--- src/rtl/matrix_write_packer_if.sv ---
// Bundle between the element source / matrix store and the write packer.
// The master side is the environment; the slave side is the packer itself.
interface matrix_write_packer_if #(
  parameter int unsigned DATA_WIDTH   = 8,
  parameter int unsigned MAX_SIZE     = 5,
  parameter int unsigned MATRIX_IDX_W = 3
);
  localparam int unsigned DEPTH = MAX_SIZE * MAX_SIZE;
  localparam int unsigned DIM_W = 3;

  logic                          start;
  logic [DIM_W-1:0]              in_row;
  logic [DIM_W-1:0]              in_col;
  logic                          abort;
  logic                          elem_valid;
  logic [DATA_WIDTH-1:0]         elem_data;
  logic                          elem_ready;
  logic                          wr_en;
  logic [DIM_W-1:0]              write_row;
  logic [DIM_W-1:0]              write_col;
  logic [DEPTH*DATA_WIDTH-1:0]   data_flat;
  logic                          wr_ready;
  logic [MATRIX_IDX_W-1:0]       wr_alloc_idx;
  logic                          wr_overwrite;
  logic                          busy;
  logic                          done;
  logic [MATRIX_IDX_W-1:0]       done_idx;
  logic                          done_overwrite;
  logic                          err_dim;

  modport master (
    output start, in_row, in_col, abort, elem_valid, elem_data,
           wr_ready, wr_alloc_idx, wr_overwrite,
    input  elem_ready, wr_en, write_row, write_col, data_flat,
           busy, done, done_idx, done_overwrite, err_dim
  );

  modport slave (
    input  start, in_row, in_col, abort, elem_valid, elem_data,
           wr_ready, wr_alloc_idx, wr_overwrite,
    output elem_ready, wr_en, write_row, write_col, data_flat,
           busy, done, done_idx, done_overwrite, err_dim
  );
endinterface

--- src/rtl/matrix_write_packer.sv ---
// Collects a matrix one element at a time, zero-pads the buffer and issues a
// single write request to the matrix store, then reports the allocated slot.
module matrix_write_packer #(
  parameter int unsigned DATA_WIDTH   = 8,
  parameter int unsigned MAX_SIZE     = 5,
  parameter int unsigned MATRIX_IDX_W = 3
) (
  input logic                  clk,
  input logic                  rst_n,
  matrix_write_packer_if.slave bus
);
  localparam int unsigned DEPTH = MAX_SIZE * MAX_SIZE;
  localparam int unsigned CNT_W = $clog2(DEPTH + 1);
  localparam int unsigned DIM_W = 3;
  localparam logic [DIM_W-1:0] MAX_DIM = DIM_W'(MAX_SIZE);

  typedef enum logic [2:0] {IDLE, LOAD, WAIT_RDY, WR, CAP} state_t;

  state_t                                state_q, state_d;
  logic [CNT_W-1:0]                      cnt_q, total_q;
  logic [DIM_W-1:0]                      row_q, col_q;
  logic [DEPTH-1:0][DATA_WIDTH-1:0]      buf_q;
  logic [MATRIX_IDX_W-1:0]               done_idx_q;
  logic                                  done_ovw_q;
  logic elem_ready_q, wr_en_q, busy_q, done_q, err_dim_q;
  logic elem_ready_d, wr_en_d, busy_d, done_d, err_dim_d;
  logic start_go, accept, dims_ok;

  assign dims_ok = (bus.in_row != '0) && (bus.in_row <= MAX_DIM) &&
                   (bus.in_col != '0) && (bus.in_col <= MAX_DIM);

  // State register
  always_ff @(posedge clk or negedge rst_n) begin
    if (!rst_n) state_q <= IDLE;
    else        state_q <= state_d;
  end

  // Next-state and next-output decode; abort beats start in IDLE
  always_comb begin
    state_d   = state_q;
    err_dim_d = 1'b0;
    start_go  = 1'b0;
    accept    = 1'b0;
    case (state_q)
      IDLE: begin
        if (bus.start && !bus.abort) begin
          if (dims_ok) begin
            state_d  = LOAD;
            start_go = 1'b1;
          end else begin
            err_dim_d = 1'b1;
          end
        end
      end
      LOAD: begin
        if (bus.abort) begin
          state_d = IDLE;
        end else if (bus.elem_valid && elem_ready_q) begin
          accept = 1'b1;
          if (cnt_q == total_q - CNT_W'(1)) state_d = WAIT_RDY;
        end
      end
      WAIT_RDY: begin
        if (bus.abort)         state_d = IDLE;
        else if (bus.wr_ready) state_d = WR;
      end
      WR:      state_d = CAP;
      CAP:     state_d = IDLE;
      default: state_d = IDLE;
    endcase
    elem_ready_d = (state_d == LOAD);
    wr_en_d      = (state_d == WR);
    busy_d       = (state_d != IDLE);
    done_d       = (state_q == CAP);
  end

  // Registered outputs and datapath
  always_ff @(posedge clk or negedge rst_n) begin
    if (!rst_n) begin
      elem_ready_q <= 1'b0;
      wr_en_q      <= 1'b0;
      busy_q       <= 1'b0;
      done_q       <= 1'b0;
      err_dim_q    <= 1'b0;
      row_q        <= DIM_W'(1);
      col_q        <= DIM_W'(1);
      total_q      <= '0;
      cnt_q        <= '0;
      buf_q        <= '0;
      done_idx_q   <= '0;
      done_ovw_q   <= 1'b0;
    end else begin
      elem_ready_q <= elem_ready_d;
      wr_en_q      <= wr_en_d;
      busy_q       <= busy_d;
      done_q       <= done_d;
      err_dim_q    <= err_dim_d;
      if (start_go) begin
        row_q   <= bus.in_row;
        col_q   <= bus.in_col;
        total_q <= CNT_W'(bus.in_row) * CNT_W'(bus.in_col);
        cnt_q   <= '0;
        buf_q   <= '0;
      end
      if (accept) begin
        buf_q[cnt_q] <= bus.elem_data;
        cnt_q        <= cnt_q + CNT_W'(1);
      end
      // Store response is valid only in the cycle after the write edge
      if (state_q == CAP) begin
        done_idx_q <= bus.wr_alloc_idx;
        done_ovw_q <= bus.wr_overwrite;
      end
    end
  end

  assign bus.elem_ready     = elem_ready_q;
  assign bus.wr_en          = wr_en_q;
  assign bus.busy           = busy_q;
  assign bus.done           = done_q;
  assign bus.err_dim        = err_dim_q;
  assign bus.write_row      = row_q;
  assign bus.write_col      = col_q;
  assign bus.data_flat      = buf_q;
  assign bus.done_idx       = done_idx_q;
  assign bus.done_overwrite = done_ovw_q;
endmodule
--- src/flat_wrapper.sv ---
// flat-port wrapper written by rule: the top's interface ports become plain ports
module matrix_write_packer_flat 
#(
  parameter int unsigned DATA_WIDTH   = 8,
  parameter int unsigned MAX_SIZE     = 5,
  parameter int unsigned MATRIX_IDX_W = 3
)
  (clk, rst_n, bus_start, bus_in_row, bus_in_col, bus_abort, bus_elem_valid, bus_elem_data, bus_wr_ready, bus_wr_alloc_idx, bus_wr_overwrite, bus_elem_ready, bus_wr_en, bus_write_row, bus_write_col, bus_data_flat, bus_busy, bus_done, bus_done_idx, bus_done_overwrite, bus_err_dim);
  matrix_write_packer_if #(.DATA_WIDTH(DATA_WIDTH), .MAX_SIZE(MAX_SIZE), .MATRIX_IDX_W(MATRIX_IDX_W)) bus_i ();
  input logic clk;
  input logic rst_n;
  input wire logic [$bits(bus_i.start)-1:0] bus_start;
  input wire logic [$bits(bus_i.in_row)-1:0] bus_in_row;
  input wire logic [$bits(bus_i.in_col)-1:0] bus_in_col;
  input wire logic [$bits(bus_i.abort)-1:0] bus_abort;
  input wire logic [$bits(bus_i.elem_valid)-1:0] bus_elem_valid;
  input wire logic [$bits(bus_i.elem_data)-1:0] bus_elem_data;
  input wire logic [$bits(bus_i.wr_ready)-1:0] bus_wr_ready;
  input wire logic [$bits(bus_i.wr_alloc_idx)-1:0] bus_wr_alloc_idx;
  input wire logic [$bits(bus_i.wr_overwrite)-1:0] bus_wr_overwrite;
  output wire logic [$bits(bus_i.elem_ready)-1:0] bus_elem_ready;
  output wire logic [$bits(bus_i.wr_en)-1:0] bus_wr_en;
  output wire logic [$bits(bus_i.write_row)-1:0] bus_write_row;
  output wire logic [$bits(bus_i.write_col)-1:0] bus_write_col;
  output wire logic [$bits(bus_i.data_flat)-1:0] bus_data_flat;
  output wire logic [$bits(bus_i.busy)-1:0] bus_busy;
  output wire logic [$bits(bus_i.done)-1:0] bus_done;
  output wire logic [$bits(bus_i.done_idx)-1:0] bus_done_idx;
  output wire logic [$bits(bus_i.done_overwrite)-1:0] bus_done_overwrite;
  output wire logic [$bits(bus_i.err_dim)-1:0] bus_err_dim;
  assign bus_i.start = bus_start;
  assign bus_i.in_row = bus_in_row;
  assign bus_i.in_col = bus_in_col;
  assign bus_i.abort = bus_abort;
  assign bus_i.elem_valid = bus_elem_valid;
  assign bus_i.elem_data = bus_elem_data;
  assign bus_i.wr_ready = bus_wr_ready;
  assign bus_i.wr_alloc_idx = bus_wr_alloc_idx;
  assign bus_i.wr_overwrite = bus_wr_overwrite;
  assign bus_elem_ready = bus_i.elem_ready;
  assign bus_wr_en = bus_i.wr_en;
  assign bus_write_row = bus_i.write_row;
  assign bus_write_col = bus_i.write_col;
  assign bus_data_flat = bus_i.data_flat;
  assign bus_busy = bus_i.busy;
  assign bus_done = bus_i.done;
  assign bus_done_idx = bus_i.done_idx;
  assign bus_done_overwrite = bus_i.done_overwrite;
  assign bus_err_dim = bus_i.err_dim;
  matrix_write_packer #(.DATA_WIDTH(DATA_WIDTH), .MAX_SIZE(MAX_SIZE), .MATRIX_IDX_W(MATRIX_IDX_W)) u_core (.clk(clk), .rst_n(rst_n), .bus(bus_i));
endmodule
--- config.mk ---
export PLATFORM = sky130hd
export DESIGN_NAME = matrix_write_packer_flat
export DESIGN_NICKNAME = d
export VERILOG_FILES = /design/src/rtl/matrix_write_packer_if.sv /design/src/rtl/matrix_write_packer.sv /design/src/flat_wrapper.sv
export SDC_FILE = /design/constraint.sdc
export NUM_CORES = 1
export LEC_CHECK = 0
export ABC_AREA = 1
export ABC_CLOCK_PERIOD_IN_PS = 4250
export BUFFER_PORTS_ARGS = -buffer_cell sky130_fd_sc_hd__buf_4
export CAP_MARGIN = 20
export CORE_ASPECT_RATIO = 1.2
export CORE_MARGIN = 1
export CORE_UTILIZATION = 58
export DETAILED_ROUTE_END_ITERATION = 8
export HOLD_SLACK_MARGIN = 0.03
export MAX_ROUTING_LAYER = met4
export PLACE_DENSITY = 0.86
export SKIP_CTS_REPAIR_TIMING = 1
export SYNTH_ARGS = -nofsm -noshare
export SYNTH_HDL_FRONTEND = slang
export SYNTH_SLANG_ARGS = --single-unit
--- constraint.sdc ---
create_clock -name clk -period 4.25 [get_ports clk]
set_input_delay 0.85 -clock clk [delete_from_list [all_inputs] [get_ports clk]]
set_output_delay 0.85 -clock clk [all_outputs]
set_load 0.01 [all_outputs]
Yosys cells after proc, flatten, opt, wreduce, memory -nomap -nowiden
Cells that the tools add are included.
Cells by class
  add/sub/neg operators: 2
  multipliers: 1
  magnitude comparators: 4
  equality and inequality tests: 7
  muxes and demuxes: 24
  reductions and logical operators: 12
Operators by type and width (count)
  2-to-1 mux 200 bit: 2
  bitwise mux 200 bit: 1
  demux 8 bit (select 5 bit): 1
  2-to-1 mux 3 bit: 7
  one-hot mux 3 bit (4 select lines): 1
  2-to-1 mux 5 bit: 2
  equality test 3 x 2 -> 1 bit, second input constant: 3
  2-to-1 mux 1 bit: 9
  nonzero test 3 bit: 3
  2-to-1 mux 8 bit: 1
  equality test 3 x 1 -> 1 bit, second input constant: 2
  <= comparator 3 bit, second input constant: 2
  logical AND 1 bit: 6
  < comparator 5 x 6 -> 1 bit, second input constant: 1
  adder 5 x 1 -> 5 bit, second input constant: 1
  equality test 5 bit: 1
  >= comparator 5 x 1 -> 1 bit, second input constant: 1
  multiplier 3 x 3 -> 5 bit: 1
  subtractor 5 x 1 -> 5 bit, second input constant: 1
  equality test 3 bit, second input constant: 1
  logical NOT 3 bit: 1
  nonzero test 2 bit: 1
  logical NOT 1 bit: 1
Word-level totals
  register bits: 228
  input bits: 24
  output and inout port bits: 215
  logic and storage cells: 87

Longest topological paths before layout
  word-level depth: 10
  gate-level depth with buffers: 13
  mapped depth without buffers: 13

Worst setup path before layout
OpenSTA, ideal clock, no wires.
  path kind: input port to flip-flop
  start point: in bus_in_col[2]
  end point: reg u_core.total_q[4]
  setup time: 123 ps
  arrival time: 2348 ps
  required time: 4127 ps
  slack: 1780 ps
  stages: 9
  path buffers: 0
  path through: nand2_1 fa_1 inv_1 ha_1 inv_1 fa_1 xnor2_1 xor2_1 o21ai_1
Between the ends
  longest elaborated chain between the ends: 6
  elaborated cells on any way between the ends: 8
  classes of those cells: mul (1); order compare (1); mux (3); reduce/logical (3)
Ends and longest elaborated chain
  from (decl): RTL line flat_wrapper.sv:14  | input wire logic [$bits(bus_i.in_col)-1:0] bus_in_col;
  parallel branches: the longest is 6 deep, another holds multiplier 3 x 3 -> 5 bit
  to (signal assigned): RTL line matrix_write_packer.sv:101  | total_q <= CNT_W'(bus.in_row) * CNT_W'(bus.in_col);
  to (decl): RTL line matrix_write_packer.sv:20  | logic [CNT_W-1:0] cnt_q, total_q;
Several ways; the timed one is not identified.
A chain may end at the register's enable or synchronous reset.

Final worst setup path
  start point: in bus_in_row[1]
  end point: reg u_core.buf_q (netlist bit u_core.bus.data_flat[1])
Between the ends
  longest elaborated chain between the ends: 10
  elaborated cells on any way between the ends: 11
  classes of those cells: order compare (1); mux (6); reduce/logical (4)
Ends and longest elaborated chain
  from (decl): RTL line flat_wrapper.sv:13  | input wire logic [$bits(bus_i.in_row)-1:0] bus_in_row;
  <= comparator 3 bit or nonzero test 3 bit (tied branches): RTL line matrix_write_packer.sv:29  | assign dims_ok = (bus.in_row != '0) && (bus.in_row <= MAX_DIM) &&
  logical AND 1 bit * (2 in series): RTL line matrix_write_packer.sv:29
  logical AND 1 bit *: RTL line matrix_write_packer.sv:30  | (bus.in_col != '0) && (bus.in_col <= MAX_DIM);
  2-to-1 mux 1 bit *: RTL line matrix_write_packer.sv:47  | if (dims_ok) begin
  2-to-1 mux 1 bit *: RTL line matrix_write_packer.sv:46  | if (bus.start && !bus.abort) begin
  2-to-1 mux 1 bit *: RTL line matrix_write_packer.sv:44  | case (state_q)
  2-to-1 mux 200 bit *: RTL line matrix_write_packer.sv:98  | if (start_go) begin
  bitwise mux 200 bit: RTL line matrix_write_packer.sv:106  | buf_q[cnt_q] <= bus.elem_data;
  2-to-1 mux 200 bit *: RTL line matrix_write_packer.sv:105  | if (accept) begin
  to (signal, indexed assignment): RTL line matrix_write_packer.sv:106
  to (decl): RTL line matrix_write_packer.sv:22  | logic [DEPTH-1:0][DATA_WIDTH-1:0] buf_q;
Every way passes the cells marked *; elsewhere a longest branch is shown, timed or not.

==> impl_metrics.py <==
metrics = {
    "synthesis": {
        "yosysUniqueCellTypes": 35,
        "syn-num-nets": 969,
        "avgSynthCellArea_sq_um": 10.4,
        "synth_compound_area_share_pct": 20.0,
        "async_flop_share_pct": 100,
        "ys.warnings.count": 0,
        "synth-simple-area-share_pct": 12.9,
        "yosysMostFrequentCell": "a21oi_1",
        "synthTopCellsByArea": "dfrtp_1 58%, a21oi_1 16%, nand2_1 5.1%",
        "synth_ff_type": "dfrtp_1",
        "synth_top_family_by_area": "compound AO/OA/AOI/OAI gates",
        "synth_adder_area_share_pct": 1.44,
        "synth_commonest_cells": "308 x a21oi_1, 226 x dfrtp_1, 132 x nand2_1, 40 x o21ai_0, 36 x inv_1",
        "synth_edf_count": 0,
        "synth_top_area_cell": "dfrtp_1",
        "ys_ff_latch": 228,
        "synthDominantCellAreaShare_pct": 58.1,
        "ys_seq_area_share_pct": 58.7,
        "syn-cell-area_sq_um": 9730,
        "synthMuxAreaShare_pct": 0,
        "synth-xor-area-share_pct": 0.360,
        "netlist_instances": 935,
    },
    "final_layout": {
        "area_delta_synth_final_pct": 25.9,
        "fin_nets": 1176,
        "seqCellArea_sq_um": 5710,
        "drive_gt1_share_pct": 29.9,
        "postLayoutCellArea_sq_um": 12200,
        "multi_input_comb_area_sq_um": 3380,
        "n_fill_cell": 1130,
        "antenna_cells": 0,
    },
    "power": {
        "p_int_mw": 3.52,
        "vdd_drop_max_v": 0.000325,
        "combPwrFrac_pct": 8.3,
        "pwr-share-seq_pct": 48.7,
        "switching_share_pct": 24.1,
        "leakagePower_nw": 6.42,
        "powerDensity_nw_per_um2": 379,
        "power.switching_mw": 1.12,
        "power.share.clock_pct": 43.0,
    },
    "worst_setup_path": {
        "r2r_slack_ns": 1.77,
        "crit_top_cell": "a21oi_1",
        "crit_type": "in -> reg",
        "crit_chain": "buf_4 -> inv_1 -> o21ai_0 -> a21oi_1 -> nand3_4 -> buf_12 -> a21oi_1 -> a21oi_1",
        "slowest_delay_ns": 0.69,
        "crit_arrival_ns": 2.89,
        "startpoint_type": "primary input",
        "crit_fanout": 77,
        "cp_slowest_cell": "nand3_4",
        "end_kind": "register",
        "critPathRequiredTime_ns": 4.57,
    },
    "clock_network": {
        "path_clk_slew_ns": 0.06,
        "cts_tree": "done",
        "cts_buffers": 23,
        "htreeDepth": 1,
        "clk-insertion-delay-late_ns": 0.50,
        "cts.path.max_buffers": 3,
        "cts_root_buffer": "clkbuf_16",
        "clkSinkCount": 228,
    },
    "worst_hold_path": {
        "min-delay-path-class": "in -> async",
    },
    "detailed_routing": {
        "drc_errors": 0,
        "vias": 7912,
        "ant_nets": 0,
        "drtIter0Drc": 597,
        "routed_via_density": 5.77,
        "wire_per_inst_um": 19.1,
        "wirelength_um": 26100,
        "drtPass1Iterations": 5,
    },
    "timing": {
        "period_needed_ns": 2.57,
        "fin_skew_ns": 0.00646,
        "rsz0062_at_grt": "false",
        "max_freq_ghz": 0.389,
        "finalHoldViolCount": 0,
        "maxSlewHeadroom_pct": 24.9,
        "setup_violations": 0,
        "final-max-slew-violation-count": 0,
        "tightest_slew_ns": 1.12,
        "setup-tns-final_ns": 0,
        "finalWorstSetupSlack_ns": 1.68,
        "timing.final.crit_share_pct": 60.6,
    },
    "global_routing": {
        "antenna_found_initial": 0,
        "grt_pass1_wl_um": 40700,
        "grt.overflow.total": 0,
        "track_usage_pct": 31.2,
        "grt_max_degree": 82,
        "grt_pass1_vias": 7722,
    },
    "die": {
        "start_util_pct": 59.6,
        "die_h_um": 144,
        "dieArea_sq_um": 17300,
        "die_w_um": 120,
        "core_sq_um": 16300,
        "ios": 239,
        "rows": 51,
    },
    "run": {
        "max-cap-violations": 0,
    },
    "placement": {
        "dpl.hpwl_um": 16800,
        "place.gp.congestion": 0.813,
        "numPortBuffers": 238,
        "dpl_worst_slack_ns": 1.23,
        "post_dp_cell_area_sq_um": 11500,
    },
    "status": {
        "status": "complete, no violations",
    },
}
==> power groups by stage <==
| stage | Clock (mW) | Sequential (mW) | Combinational, mW |
|---|---|---|---|
| after floorplan | 0 | 2.30 | 0.191 |
| after global placement | 0 | 2.29 | 0.366 |
| after detailed placement | 0 | 2.30 | 0.385 |
| after CTS | 2.02 | 2.26 | 0.388 |
| after global routing | 2.10 | 2.26 | 0.427 |
| final | 2.00 | 2.26 | 0.386 |
==> per-layer routing <==
| layer | part of all wire (%) | wire length [um] | vias up | global-route usage, % |
|---|---|---|---|---|
| li1 | - | - | 3597 | - |
| met3 | 7.2 | 1880 | 71 | 5.63 |
| met1 | 39 | 10100 | 3913 | 38.1 |
| met4 | 3.5 | 919 | 0 | 12.4 |
| met5 | 0 | 0 | - | - |
| met2 | 51 | 13200 | 331 | 51.7 |
==> cell usage in the layout, fill, tap and decap left out, drive strengths merged <==
cell	instances
a21oi	324
buf	249
dfrtp	226
nand2	136
o21ai	51
inv	40
nor2	36
clkbuf	33
nand3	32
ha	8
clkinv	8
nor3	3
xnor2	2
xor2	2
fa	2
dfstp	2
nand4	2
bufinv	2
o22ai	1
==> flip-flops by register name, summed over array words and instances (netlist names) <==
name                       flops
u_core.bus.busy                1
u_core.bus.data_flat         200
u_core.bus.done                1
u_core.bus.done_idx            3
u_core.bus.done_overwrite      1
u_core.bus.elem_ready          1
u_core.bus.err_dim             1
u_core.bus.wr_en               1
u_core.bus.write_col           3
u_core.bus.write_row           3
u_core.cnt_q                   5
u_core.state_q                 3
u_core.total_q                 5
==> cells by family after synthesis <==
logic type,count (synthesis)
AOI/OAI and AO/OA,376
adders and majority gates,10
DFF,228
xor gates and xnor gates,4
and+or+nand+nor,209
buffers and inverters,108
==> final timing paths <==
check	startpoint	to	cells after the start
setup / recovery	bus_in_row[1]	u_core.bus.data_flat[1]	8
hold / removal	rst_n	u_core.bus.data_flat[69]	1
setup reg to reg	u_core.state_q[0]	u_core.bus.data_flat[1]	7
hold reg to reg	u_core.bus.write_row[0]	u_core.bus.write_row[0]	2
max in group asynchronous	rst_n	u_core.bus.data_flat[80]	2
min in group clk	u_core.bus.write_row[0]	u_core.bus.write_row[0]	2
==> critical path: cells and delay by family <==
family,cells,cell delay (ns)
AO/OA/AOI/OAI,4,0.59
AND/OR/NAND/NOR,1,0.69
buffers and inverters,3,0.69
==> final cells by class <==
cell class	instances	area share (%)
Multi-Input combinational cell	599	27.6
Tap cell	212	2.17
Sequential cell	228	46.6
Timing Repair Buffer	249	16.1
Clock buffer	33	5.50
Clock inverter	9	0.633
Inverter	41	1.37
==> per-stage QoR <==
step | instances | hold slack [ns] | power (mW) | util, %
after floorplan | 935 | 0.473 | 2.49 | -
after global placement | 1326 | 0.458 | 2.66 | 69.9
after detailed placement | 1329 | 0.461 | 2.68 | 70.4
after CTS | 1371 | 0.343 | 4.66 | 75.0
after global routing | 1371 | 0.353 | 4.79 | 75.0
final | 1371 | 0.303 | 4.64 | 75.0
Note: power is estimated with default switching activity, not from simulation.
